File: src/rtl/pc_ctx_sched_pkg.sv
// Shared types and constants for the multi-context program counter.
// Holds the FSM state enum and the context-index width helper.
package pc_pkg;

  localparam int DEF_QUANTUM = 11;
  localparam int DEF_IO_WAIT = 5;

  typedef enum logic [1:0] {
    RUN    = 2'd0,
    IOWAIT = 2'd1,
    SWITCH = 2'd2
  } pcState_e;

  // A single-context build still needs a one-bit index.
  function automatic int ctxW(input int n);
    return (n > 1) ? $clog2(n) : 1;
  endfunction

endpackage

File: src/rtl/pc_ctx_sched_if.sv
// Bus between fetch/IO logic and the context scheduler.
// io_in|io_out is a level request held until the scheduler resolves it; insert is a per-cycle strobe consumed only while waiting on I/O.
interface pc_ctx_sched_if #(
  parameter int ADDR_W  = 32,
  parameter int NUM_CTX = 4
);
  import pc_pkg::*;

  localparam int CTX_W = ctxW(NUM_CTX);

  logic               io_in;
  logic               io_out;
  logic               insert;
  logic               in_program;
  logic [NUM_CTX-1:0] ctx_enable;
  logic [ADDR_W-1:0]  addr_next;
  logic [ADDR_W-1:0]  addr_out;
  logic [CTX_W-1:0]   ctx_id;
  logic               ctx_switch;
  pcState_e           dbgState;

  modport master (
    output io_in, io_out, insert, in_program, ctx_enable, addr_next,
    input  addr_out, ctx_id, ctx_switch, dbgState
  );

  modport slave (
    input  io_in, io_out, insert, in_program, ctx_enable, addr_next,
    output addr_out, ctx_id, ctx_switch, dbgState
  );

endinterface

File: src/rtl/pc_ctx_sched_rr_next_ctx.sv
// Combinational round-robin picker: first set mask bit strictly after cur, wrapping.
// cur itself is never chosen; valid=0 when no other context is set.
module rr_next_ctx
  import pc_pkg::*;
#(
  parameter  int NUM_CTX = 4,
  localparam int CTX_W   = ctxW(NUM_CTX)
) (
  input  logic [CTX_W-1:0]   cur,
  input  logic [NUM_CTX-1:0] mask,
  output logic [CTX_W-1:0]   nxt,
  output logic               valid
);

  logic [CTX_W-1:0] idx;

  always_comb begin
    valid = 1'b0;
    nxt   = cur;
    idx   = '0;
    for (int k = 1; k < NUM_CTX; k++) begin
      idx = CTX_W'((int'(cur) + k) % NUM_CTX);
      if (!valid && mask[idx]) begin
        valid = 1'b1;
        nxt   = idx;
      end
    end
  end

endmodule

File: src/rtl/pc_ctx_sched.sv
// Multi-context PC with round-robin time slicing of user code and an I/O insert stall.
// Kernel code (in_program=0) is never preempted; I/O requests take priority over an expired slice.
module pc_ctx_sched
  import pc_pkg::*;
#(
  parameter int          ADDR_W     = 32,
  parameter int          NUM_CTX    = 4,
  parameter int          QUANTUM    = DEF_QUANTUM,
  parameter int          IO_WAIT    = DEF_IO_WAIT,
  parameter int unsigned CTX_STRIDE = 32'h400
) (
  input logic           CLK,
  input logic           reset,
  pc_ctx_sched_if.slave bus
);

  localparam int CTX_W = ctxW(NUM_CTX);
  localparam int SW    = $clog2(QUANTUM + 1);
  localparam int WW    = (IO_WAIT > 0) ? $clog2(IO_WAIT + 1) : 1;
  localparam logic [SW-1:0] SLICE_MAX = SW'(QUANTUM);
  localparam logic [WW-1:0] WAIT_MAX  = WW'(IO_WAIT);

  pcState_e          state, stateN;
  logic [ADDR_W-1:0] addrOut, addrN;
  logic [CTX_W-1:0]  ctxId, ctxIdN, pickNxt;
  logic              ctxSwitch, switchN, pickValid, saveEn, ioReq;
  logic [SW-1:0]     sliceCnt, sliceN;
  logic [WW-1:0]     waitCnt, waitN;
  logic [ADDR_W-1:0] ctxPc [NUM_CTX];

  rr_next_ctx #(.NUM_CTX(NUM_CTX)) uPick (
    .cur   (ctxId),
    .mask  (bus.ctx_enable),
    .nxt   (pickNxt),
    .valid (pickValid)
  );

  assign ioReq = bus.io_in | bus.io_out;

  always_ff @(posedge CLK) begin
    if (!reset) begin
      state     <= RUN;
      addrOut   <= '0;
      ctxId     <= '0;
      ctxSwitch <= 1'b0;
      sliceCnt  <= '0;
      waitCnt   <= '0;
      for (int i = 0; i < NUM_CTX; i++) ctxPc[i] <= ADDR_W'(CTX_STRIDE * 32'(i));
    end else begin
      state     <= stateN;
      addrOut   <= addrN;
      ctxId     <= ctxIdN;
      ctxSwitch <= switchN;
      sliceCnt  <= sliceN;
      waitCnt   <= waitN;
      if (saveEn) ctxPc[ctxId] <= addrOut;
    end
  end

  always_comb begin
    stateN  = state;
    addrN   = addrOut;
    ctxIdN  = ctxId;
    switchN = 1'b0;
    sliceN  = sliceCnt;
    waitN   = waitCnt;
    saveEn  = 1'b0;
    unique case (state)
      RUN: begin
        if (ioReq) begin
          stateN = IOWAIT;
          waitN  = '0;
        end else if (!bus.in_program) begin
          addrN  = bus.addr_next;
          sliceN = '0;
        end else if (sliceCnt < SLICE_MAX) begin
          addrN  = bus.addr_next;
          sliceN = sliceCnt + 1'b1;
        end else begin
          stateN = SWITCH;
        end
      end
      SWITCH: begin
        if (pickValid) begin
          saveEn  = 1'b1;
          addrN   = ctxPc[pickNxt];
          ctxIdN  = pickNxt;
          switchN = 1'b1;
        end
        sliceN = '0;
        stateN = RUN;
      end
      IOWAIT: begin
        if (!ioReq) begin
          stateN = RUN;
          waitN  = '0;
        end else if (bus.insert) begin
          if (waitCnt < WAIT_MAX) begin
            waitN = waitCnt + 1'b1;
          end else begin
            addrN  = bus.addr_next;
            waitN  = '0;
            stateN = RUN;
            // Saturate: a slice that expired before the I/O stays expired so the deferred switch still happens.
            if (bus.in_program && sliceCnt < SLICE_MAX) sliceN = sliceCnt + 1'b1;
          end
        end
      end
      default: stateN = RUN;
    endcase
  end

  assign bus.addr_out   = addrOut;
  assign bus.ctx_id     = ctxId;
  assign bus.ctx_switch = ctxSwitch;
  assign bus.dbgState   = state;

endmodule

File: src/flat_wrapper.sv
// flat-port wrapper written by rule: the top's interface ports become plain ports
module pc_ctx_sched_flat import pc_pkg::*;
#(
  parameter int          ADDR_W     = 32,
  parameter int          NUM_CTX    = 4,
  parameter int          QUANTUM    = DEF_QUANTUM,
  parameter int          IO_WAIT    = DEF_IO_WAIT,
  parameter int unsigned CTX_STRIDE = 32'h400
)
  (CLK, reset, bus_io_in, bus_io_out, bus_insert, bus_in_program, bus_ctx_enable, bus_addr_next, bus_addr_out, bus_ctx_id, bus_ctx_switch, bus_dbgState);
  pc_ctx_sched_if #(.ADDR_W(ADDR_W), .NUM_CTX(NUM_CTX)) bus_i ();
  input logic CLK;
  input logic reset;
  input wire logic [$bits(bus_i.io_in)-1:0] bus_io_in;
  input wire logic [$bits(bus_i.io_out)-1:0] bus_io_out;
  input wire logic [$bits(bus_i.insert)-1:0] bus_insert;
  input wire logic [$bits(bus_i.in_program)-1:0] bus_in_program;
  input wire logic [$bits(bus_i.ctx_enable)-1:0] bus_ctx_enable;
  input wire logic [$bits(bus_i.addr_next)-1:0] bus_addr_next;
  output wire logic [$bits(bus_i.addr_out)-1:0] bus_addr_out;
  output wire logic [$bits(bus_i.ctx_id)-1:0] bus_ctx_id;
  output wire logic [$bits(bus_i.ctx_switch)-1:0] bus_ctx_switch;
  output wire logic [$bits(bus_i.dbgState)-1:0] bus_dbgState;
  assign bus_i.io_in = bus_io_in;
  assign bus_i.io_out = bus_io_out;
  assign bus_i.insert = bus_insert;
  assign bus_i.in_program = bus_in_program;
  assign bus_i.ctx_enable = bus_ctx_enable;
  assign bus_i.addr_next = bus_addr_next;
  assign bus_addr_out = bus_i.addr_out;
  assign bus_ctx_id = bus_i.ctx_id;
  assign bus_ctx_switch = bus_i.ctx_switch;
  assign bus_dbgState = bus_i.dbgState;
  pc_ctx_sched #(.ADDR_W(ADDR_W), .NUM_CTX(NUM_CTX), .QUANTUM(QUANTUM), .IO_WAIT(IO_WAIT), .CTX_STRIDE(CTX_STRIDE)) u_core (.CLK(CLK), .reset(reset), .bus(bus_i));
endmodule
File: config.mk
export PLATFORM = sky130hd
export DESIGN_NAME = pc_ctx_sched_flat
export DESIGN_NICKNAME = d
export VERILOG_FILES = /design/src/rtl/pc_ctx_sched_pkg.sv /design/src/rtl/pc_ctx_sched_if.sv /design/src/rtl/pc_ctx_sched_rr_next_ctx.sv /design/src/rtl/pc_ctx_sched.sv /design/src/flat_wrapper.sv
export SDC_FILE = /design/constraint.sdc
export NUM_CORES = 1
export LEC_CHECK = 0
export ABC_AREA = 1
export CAP_MARGIN = 25
export CORE_MARGIN = 2
export CORE_UTILIZATION = 42
export DETAILED_ROUTE_END_ITERATION = 7
export MAX_ROUTING_LAYER = met4
export PLACE_DENSITY_LB_ADDON = 0.12
export SLEW_MARGIN = 20
export SYNTH_ARGS = -nofsm -noshare
export SYNTH_HDL_FRONTEND = slang
export SYNTH_SLANG_ARGS = --single-unit
File: constraint.sdc
create_clock -name CLK -period 7.66 [get_ports CLK]
set_input_delay 1.149 -clock CLK [delete_from_list [all_inputs] [get_ports CLK]]
set_output_delay 1.149 -clock CLK [all_outputs]
set_load 0.01 [all_outputs]
After elaboration in Yosys (flattened, before gate mapping):

Memories as Yosys holds them, arrays and structs flattened.
Index checks and enable logic that the tools add are counted.
Widths: inputs -> output; s select.

* memories: 1
* word-level logic and storage cells: 95
* flip-flop bits (word level): 44
* memory bits (writable): 128

* multiplexer cells: 49
* add/sub/neg operators: 5
* order comparisons: 5
* equal/unequal tests: 14
* bitwise logic cells: 1
* reduce and logical (&&, ||, !) cells: 14

Memory list
* u_core.ctxPc: words 4, bits a word 32, read ports 1, clocked after memory_dff 0, write ports 4, line pc_ctx_sched.sv:29 `logic [ADDR_W-1:0] ctxPc [NUM_CTX];`

Operators with widths (count)
* $mux 32: 8
* $pmux 32 s3: 1
* $reduce_or 32->1: 1
* $mux 4: 7
* $mux 2: 10
* $reduce_and 7->1: 2
* $mux 1: 13
* $mux 3: 4
* $pmux 4 s3: 1
* $lt 2x3->1 const B: 3
* $ne 3x2->1 const B: 3
* $ne 2x1->1 const B: 4
* $bmux 1 s2: 3
* $ne 2x2->1 const B: 3
* $ne 3x3->1 const B: 2
* $pmux 3 s2: 1
* $add 2x2->2 const B: 2
* $add 4x1->4 const B: 1
* $lt 4x4->1 const B: 1
* $pmux 2 s2: 1
* $reduce_and 4->1: 1
* $add 3x1->3 const B: 1
* $logic_and 1x1->1: 3
* $lt 3x3->1 const B: 1
* other kinds (10): 11

Depth between registers and ports, before layout:

* depth after elaboration: 17
* gate-level depth with buffers: 15

Modules after synthesis:

From an unflattened synthesis, not the netlist that was laid out.

* cells, all modules: 1128
* area total of the unflattened synthesis: 8760.9 µm²

By module, submodules not included
* pc_ctx_sched: cells each 1079, area each 8476.9 µm², times used 1, seq. area each 4724.5 µm²
* rr_next_ctx: cells each 49, area each 284.0 µm², times used 1, seq. area each 0.0 µm²

Worst setup path after synthesis:

Ideal clock, no wire load.

* path type: input to register
* from: in bus_ctx_enable[0]
* to: mem u_core.ctxPc[3][0] (enable)
* slack: 3.206 ns
* stages: 8
* data arrival time: 3.988 ns
* cell sequence: nand2_1 > nand2_1 > nand2_2 > nand2_2 > nor2_2 > nand3_2 > nand2_2 > o21ai_0

RTL lines
* start, declared: line flat_wrapper.sv:18 `input wire logic [$bits(bus_i.ctx_enable)-1:0] bus_ctx_enable;`
* end, declared: line pc_ctx_sched.sv:29

==> metrics.md <==
| Metric | Value |
|---|---|
| Outcome | completed |
| CTS tree | yes |
| Final Critical Period | 4.327 ns |
| Commonest cells after routing, fill and taps aside | 174 x nand2_1, 173 x nand3_1, 139 x nor2_1, 128 x edfxtp_1, 78 x clkdlybuf4s50_1 |
| Post-CTS resize count | 0 |
| Yosys reg bits | 172 |
| Worst Setup Path Type | in -> reg |
| Final Worst Setup Slack | 3.333 ns |
| Clock transition at path regs | 0.06 ns |
| Clock Latency Late Sink | 0.43 ns |
| Ant. Diodes | 0 |
| Fillers | 1809 |
| Rel. slew slack | 0.4160 |
| Post-layout util | 0.5017 |
| Die W | 141.9 um |
| Post-Synth Simple-Gate Area | 0.2742 |
| ANT nets after route | 0 |
| Max Transition Viols Final | 0 |
| Leakage | 3.542 nW |
| Mux contribution to synthesized area | 0 |
| Core ar. | 18710 um2 |
| Clock tree buffer depth | 2 |
| Avg Cell Area, Syn | 8.933 um2 |
| Worst-margin pin slew | 0.8730 ns |
| RSZ-0062 raised after global routing | false |
| Initial antenna violation count | 0 |
| Port buffer count | 78 |
| Post-DP HPWL | 11000 um |
| Synthesized area | 7986 um2 |
| Synth Instances | 894 |
| DIE HEIGHT | 141.9 um |
| Largest net degree at the start of global routing | 66 |
| Vias per inst | 5.172 |
| Cts bufs inserted | 17 |
| I/O pin cnt | 79 |
| H-tree Lvls | 4 |
| Maximum VDD drop | 0.1756 mV |
| CTS root buffer | clkbuf_16 |
| Cts hold-fix bufs | 0 |
| Pint | 1.943 mW |
| NumNets Final | 995 |
| Place WS | 2.837 ns |
| Total congestion overflow | 0 |
| Placed Cells | 1162 |
| Crit path DAT | 4.29 ns |
| Vias in the first global route | 5911 |
| Max cap viols | 0 |
| Setup TNS | 0 ns |
| # clock sinks | 172 |
| Post-synthesis net count | 942 |
| Seq pwr share | 0.376 |
| DRT Pass-1 Iters | 4 |
| Fmax | 231.1 MHz |
| Number of placement rows | 50 |
| Starting Density | 0.4270 |
| Post-route insts no fill | 1192 |
| Critical Path RT | 7.63 ns |
| Layout cell share with drive strength beyond 1 | 0.06367 |
| Sw frac | 0.3773 |
| Area delta synth->final | 17.50% |
| Crit-path max FO | 40 |
| Yosys warnings | 0 |
| Synth Area in Adders | 0.009400 |
| RePlAce Congestion | 0.8419 |
| Clock skew | 0.006894 ns |
| Combinational share of power | 0.369 |
| Setup-failing EPs final | 0 |
| Net Sw Power | 1.177 mW |
| Final Power | 3.120 mW |
| Pwr per Cell Area | 332.5 nW/um2 |
| Total Routing Usage GR | 0.2063 |
| Post-synthesis compound-gate area fraction | 0.05562 |
| Clk pwr share | 0.255 |
| # DRC | 0 |
| Detailed Route Iter0 Violations | 500 |
| Commonest non-fill, non-tap cell in the layout | nand2_1 |
| Worst Hold Class | reg -> reg |
| DR vias | 6165 |
| Synth cell types | 27 |
| Post-route clock period utilization | 0.5649 |
| Sequential area share after synthesis | 0.5916 |
| Post-DR wirelength/cell | 16.18 um |
| Largest family of logic cells by synthesized area | simple AND/OR/NAND/NOR gates |
| Hold Violations, Final | 0 |
| First-pass GRT wire length | 31100 um |
| Capturing element type of the critical path | register |
| Post-CTS setup buffer count | 0 |
| Synth Area in XOR/XNOR | 0.001097 |
| CP Launch Type | input port |
| Total Die Area | 20130 um2 |
| Final wirelength | 19290 um |
## critical path, stage by stage
cell	delay, ns
clkdlybuf4s50_1	0.44
nand2_1	0.08
nand2_1	0.11
nand2_2	0.11
nand2_2	0.07
nor2_2	0.15
nand3_2	0.13
nand2_2	0.13
nor2_4	0.06
inv_2	0.57
nor2_1	0.14
inv_2	0.47
nand2_2	0.67
## cells by family (layout without fill, tap and decap cells)
logic type / count (synthesis) / after routing
AOI/OAI and AO/OA: 85 / 85
xor gates and xnor gates: 1 / 1
adders and majority gates: 6 / 6
buffers and inverters: 118 / 182
DFF: 172 / 172
and+or+nand+nor: 512 / 512
## synth_stat cells
master / count / area, um2
a21oi_1: 74 / 370.4
a22oi_1: 1 / 7.510
buf_1: 1 / 3.750
buf_2: 36 / 180.2
buf_4: 3 / 22.52
buf_6: 6 / 67.56
clkbuf_1: 11 / 41.29
clkinv_1: 2 / 7.510
dfxtp_1: 44 / 880.8
edfxtp_1: 128 / 3844
ha_1: 6 / 75.07
inv_1: 54 / 202.7
inv_2: 5 / 18.77
nand2_1: 177 / 664.4
nand2_2: 7 / 43.79
nand3_1: 174 / 870.8
nand3_2: 1 / 10.01
nor2_1: 139 / 521.8
nor2_2: 1 / 6.260
nor2_4: 1 / 11.26
nor3_1: 11 / 55.05
o21ai_0: 6 / 30.03
o21ai_4: 1 / 16.27
o22ai_1: 2 / 12.51
o31ai_1: 1 / 7.510
or2_2: 1 / 6.260
xnor2_1: 1 / 8.760
## power by group through the flow
stage / Combinational, mW / Sequential (mW) / Clock, mW
2_1_floorplan: 0.780 / 1.22 / 0
3_3_place_gp: 1.16 / 1.19 / 0
3_5_place_dp: 1.16 / 1.19 / 0
4_1_cts: 1.17 / 1.17 / 0.812
5_1_grt: 1.29 / 1.19 / 0.844
6_report: 1.15 / 1.17 / 0.796
## path summary, 6_finish.rpt
kind                                                         from                                end  slack, ns  cells after the start
worst max register to register  u_core.bus.ctx_id[0]$_SDFFE_PN0P_  u_core.ctxPc[1][19]$_SDFFCE_PN0P_       3.54                     13
worst min register to register    u_core.sliceCnt[1]$_SDFFE_PN0P_    u_core.sliceCnt[1]$_SDFFE_PN0P_       0.51                      2
worst min-delay path              u_core.sliceCnt[1]$_SDFFE_PN0P_    u_core.sliceCnt[1]$_SDFFE_PN0P_       0.51                      2
worst max-delay path                            bus_ctx_enable[0]  u_core.ctxPc[1][19]$_SDFFCE_PN0P_       3.33                     13
## registers in the layout, indices dropped and copies added, names as in the netlist
name	count
u_core.sliceCnt	4
u_core.ctxPc	128
u_core.bus.dbgState	2
u_core.waitCnt	3
u_core.bus.ctx_switch	1
u_core.bus.ctx_id	2
u_core.bus.addr_out	32
## metrics by stage
stage	hold slack, ns	area [um2]
detailed placement	0.4972	8859
global route	0.5290	9384
finish	0.5050	9384
CTS	0.5080	9384
global placement	0.4817	8859
floorplan	0.4623	7986
## layout make-up
cell class	instances	area [um2]	share of cell area
clock buffer	21	450.4	0.04800
clock inverter	9	75.07	0.008000
inverter	61	229.0	0.02440
multi-input combinational	604	2734	0.2913
sequential	172	4725	0.5035
tap	234	292.8	0.03120
timing repair buffer	91	878.3	0.09360
## layer usage
layer	routed length (um)	share of wire	track usage	up-vias
li1	-	-	-	3105
met1	9204	0.48	0.2718	2928
met2	9267	0.48	0.3311	114
met3	616	0.032	0.03881	18
met4	196	0.010	0.05368	0
met5	0	0	-	-
Note: power is estimated with default switching activity, not from simulation.
==> RTL edit: new RTL, same settings <==
Take the reset off `addrOut` and load it in a clocked block of its own.
--- a/src/rtl/pc_ctx_sched.sv
+++ b/src/rtl/pc_ctx_sched.sv
@@ -41,5 +41,4 @@
     if (!reset) begin
       state     <= RUN;
-      addrOut   <= '0;
       ctxId     <= '0;
       ctxSwitch <= 1'b0;
@@ -49,5 +48,4 @@
     end else begin
       state     <= stateN;
-      addrOut   <= addrN;
       ctxId     <= ctxIdN;
       ctxSwitch <= switchN;
@@ -56,4 +54,8 @@
       if (saveEn) ctxPc[ctxId] <= addrOut;
     end
+  end
+
+  always_ff @(posedge CLK) begin
+    addrOut <= addrN;
   end
 
Function: changed (a bounded check fails within 4 cycles, from zero or initial values and one cycle with reset low).
==> RTL edit against the unedited design <==
  * Area after synthesis grew 4.2%
  * Setup slack gained 0.098 ns
  * Sequential cell count is the same
  * Final area grew 5.3%
  * Wire length grew 1.4%
  * Worst hold slack lost 0.014 ns
  * Sequential share of layout area grew 0.69 points
Power is not compared: it rests on default switching activity, and its combinational part moved more than twofold at a synthesized area within 25%.
==> RTL edit: results (changes against the unedited design) <==
[status]
status=finished clean  ; unchanged

[clock_tree]
cts_root_buffer=clkbuf_16  ; unchanged
cts-resized-gates=0  ; unchanged
postCtsSetupRepairBufs=0  ; unchanged
cts.path.max_buffers=2  ; unchanged
h-tree-depth=4  ; unchanged
clk_pin_slew_ns=0.07
clk_latency_ns=0.43  ; about the same
cts_buffers=17  ; unchanged

[placement]
portBuffers=78  ; unchanged
gp_congestion=0.795  ; was 0.842
hpwl_mm=10.6  ; was 11.0 mm
place_area_mm2=0.00928  ; was 0.00886 mm2

[min_path]
hold_start=u_core.sliceCnt[1]  ; unchanged
min_path_type=reg -> reg  ; unchanged

[worst_setup_path]
cp_slowest_cell=nand2_2  ; unchanged
crit_start=bus_ctx_enable[2]  ; was bus_ctx_enable[0]
crit_arrival_ns=4.41  ; was 4.29 ns
critPathMaxStageDelay_ns=0.68
path_max_fanout=65  ; was 40
cp_top_family=simple AND/OR/NAND/NOR gates  ; unchanged

[layout]
drive_above_1_share_pct=5.98  ; was 6.37%
nFillCells=1833  ; was 1809
antenna_cells=0  ; unchanged
nets=1055  ; was 995
top_register=u_core.ctxPc  ; unchanged
largest_register_ffs=128  ; unchanged

[synth]
yosysWarnings=0  ; unchanged
synth_edf_count=160  ; was 128
synthAdderAreaFrac_pct=0.902  ; was 0.940%
async_flop_share_pct=0  ; unchanged
synthMuxAreaShare_pct=0  ; unchanged
synth_nets=993  ; was 942
synth.area.top_cells=edfxtp_1 (58%), nand2_1 (14%), nand3_1 (6.7%), nor2_1 (5.9%), inv_1 (5.4%)  ; was edfxtp_1 (48%), dfxtp_1 (11%), nand3_1 (11%), nand2_1 (8.3%), nor2_1 (6.5%)
synth_seq_area_share_pct=60.6  ; was 59.2%
ys_types=29  ; was 27
synth-compound-area-share_pct=1.50  ; was 5.56%
synth_common_cells=nand2_1 (307), edfxtp_1 (160), nor2_1 (131)  ; was nand2_1 (177), nand3_1 (174), nor2_1 (139)
synth-xor-area-share_pct=0.105  ; was 0.110%

[drt]
drtPass1Iterations=5  ; was 4
drt-total-wl_mm=19.6  ; was 19.3 mm
drt-initial-drc-count=399  ; was 500
met2_length_mm=9.12  ; was 9.27 mm
met3_length_um=866  ; was 616 um
top_layer=met4  ; unchanged
wl_met1_mm=9.43  ; was 9.20 mm
via_per_inst=4.82  ; was 5.17

[power_and_ir_drop]
power_leakage_uw=0.00434
internal_power_uw=1730
clockPowerShare_pct=39.4
peakVddDrop_uv=142

[sta]
skew_ns=0.00938  ; was 0.00689 ns
tightest_slew_ns=0.932  ; was 0.873 ns

[grt]
grt_usage_pct=20.5  ; was 20.6%
grt_max_degree=66  ; unchanged
grt_pass1_vias=5935  ; was 5911
antenna_found_initial=0  ; unchanged
grt_first_pass_wirelength_mm=31.3  ; was 31.1 mm

[RTL edit: cell types whose count changed after synthesis, sizes merged, moves of 32 or more]
| cell | before | now |
|---|---|---|
| inv | 59 | 124 |
| nand3 | 175 | 112 |
| a21oi | 74 | 7 |
| nand2 | 184 | 313 |
| dfxtp | 44 | 12 |
| edfxtp | 128 | 160 |
[RTL edit: cell families after synthesis]
family / count (synthesis)
DFF: 172
xor gates and xnor gates: 1
buffers and inverters: 172
AOI/OAI and AO/OA: 23
and+or+nand+nor: 571
adders and majority gates: 6
[RTL edit: worst paths after layout]
path / cells after the start / endpoint / slack (ns)
max reg2reg: 17 / u_core.bus.addr_out[11] / 3.62
max: 16 / u_core.bus.addr_out[11] / 3.43
min reg2reg: 2 / u_core.sliceCnt[1] / 0.49
min: 2 / u_core.sliceCnt[1] / 0.49
[RTL edit: worst min-delay path: cells and delay by family, from the launching register on]
family / cells / cell delay, ns
AO/OA/AOI/OAI: 1 / 0.05
flip-flops: 1 / 0.33
AND/OR/NAND/NOR: 1 / 0.07
[RTL edit: layout make-up]
class                   count  area share (%)
clock buffers              18            4.34
clock inverters            14            1.78
flip-flops and latches    172            51.0
multi-input cells         601            25.9
well taps                 265            3.35
inverters                 125            4.75
repair buffers             90            8.81
[RTL edit: layer usage]
metal	vias to the layer above	GRT usage [%]
met3	11	4.08
met2	138	31.8
met1	2912	27.8
met4	0	5.37
met5	-	-
li1	3130	-
[RTL edit: stage by stage]
stage	hold WS (ns)	worst slack, ns	total power, uW	std cells	utilization [%]
floorplan	0.462	3.23	1280	945	-
global placement	0.485	3.08	1400	1253	47.7
detailed placement	0.487	3.03	1400	1253	47.7
CTS	0.498	3.47	2290	1285	50.8
global route	0.520	3.12	2370	1285	50.8
finish	0.491	3.43	2280	1285	50.8
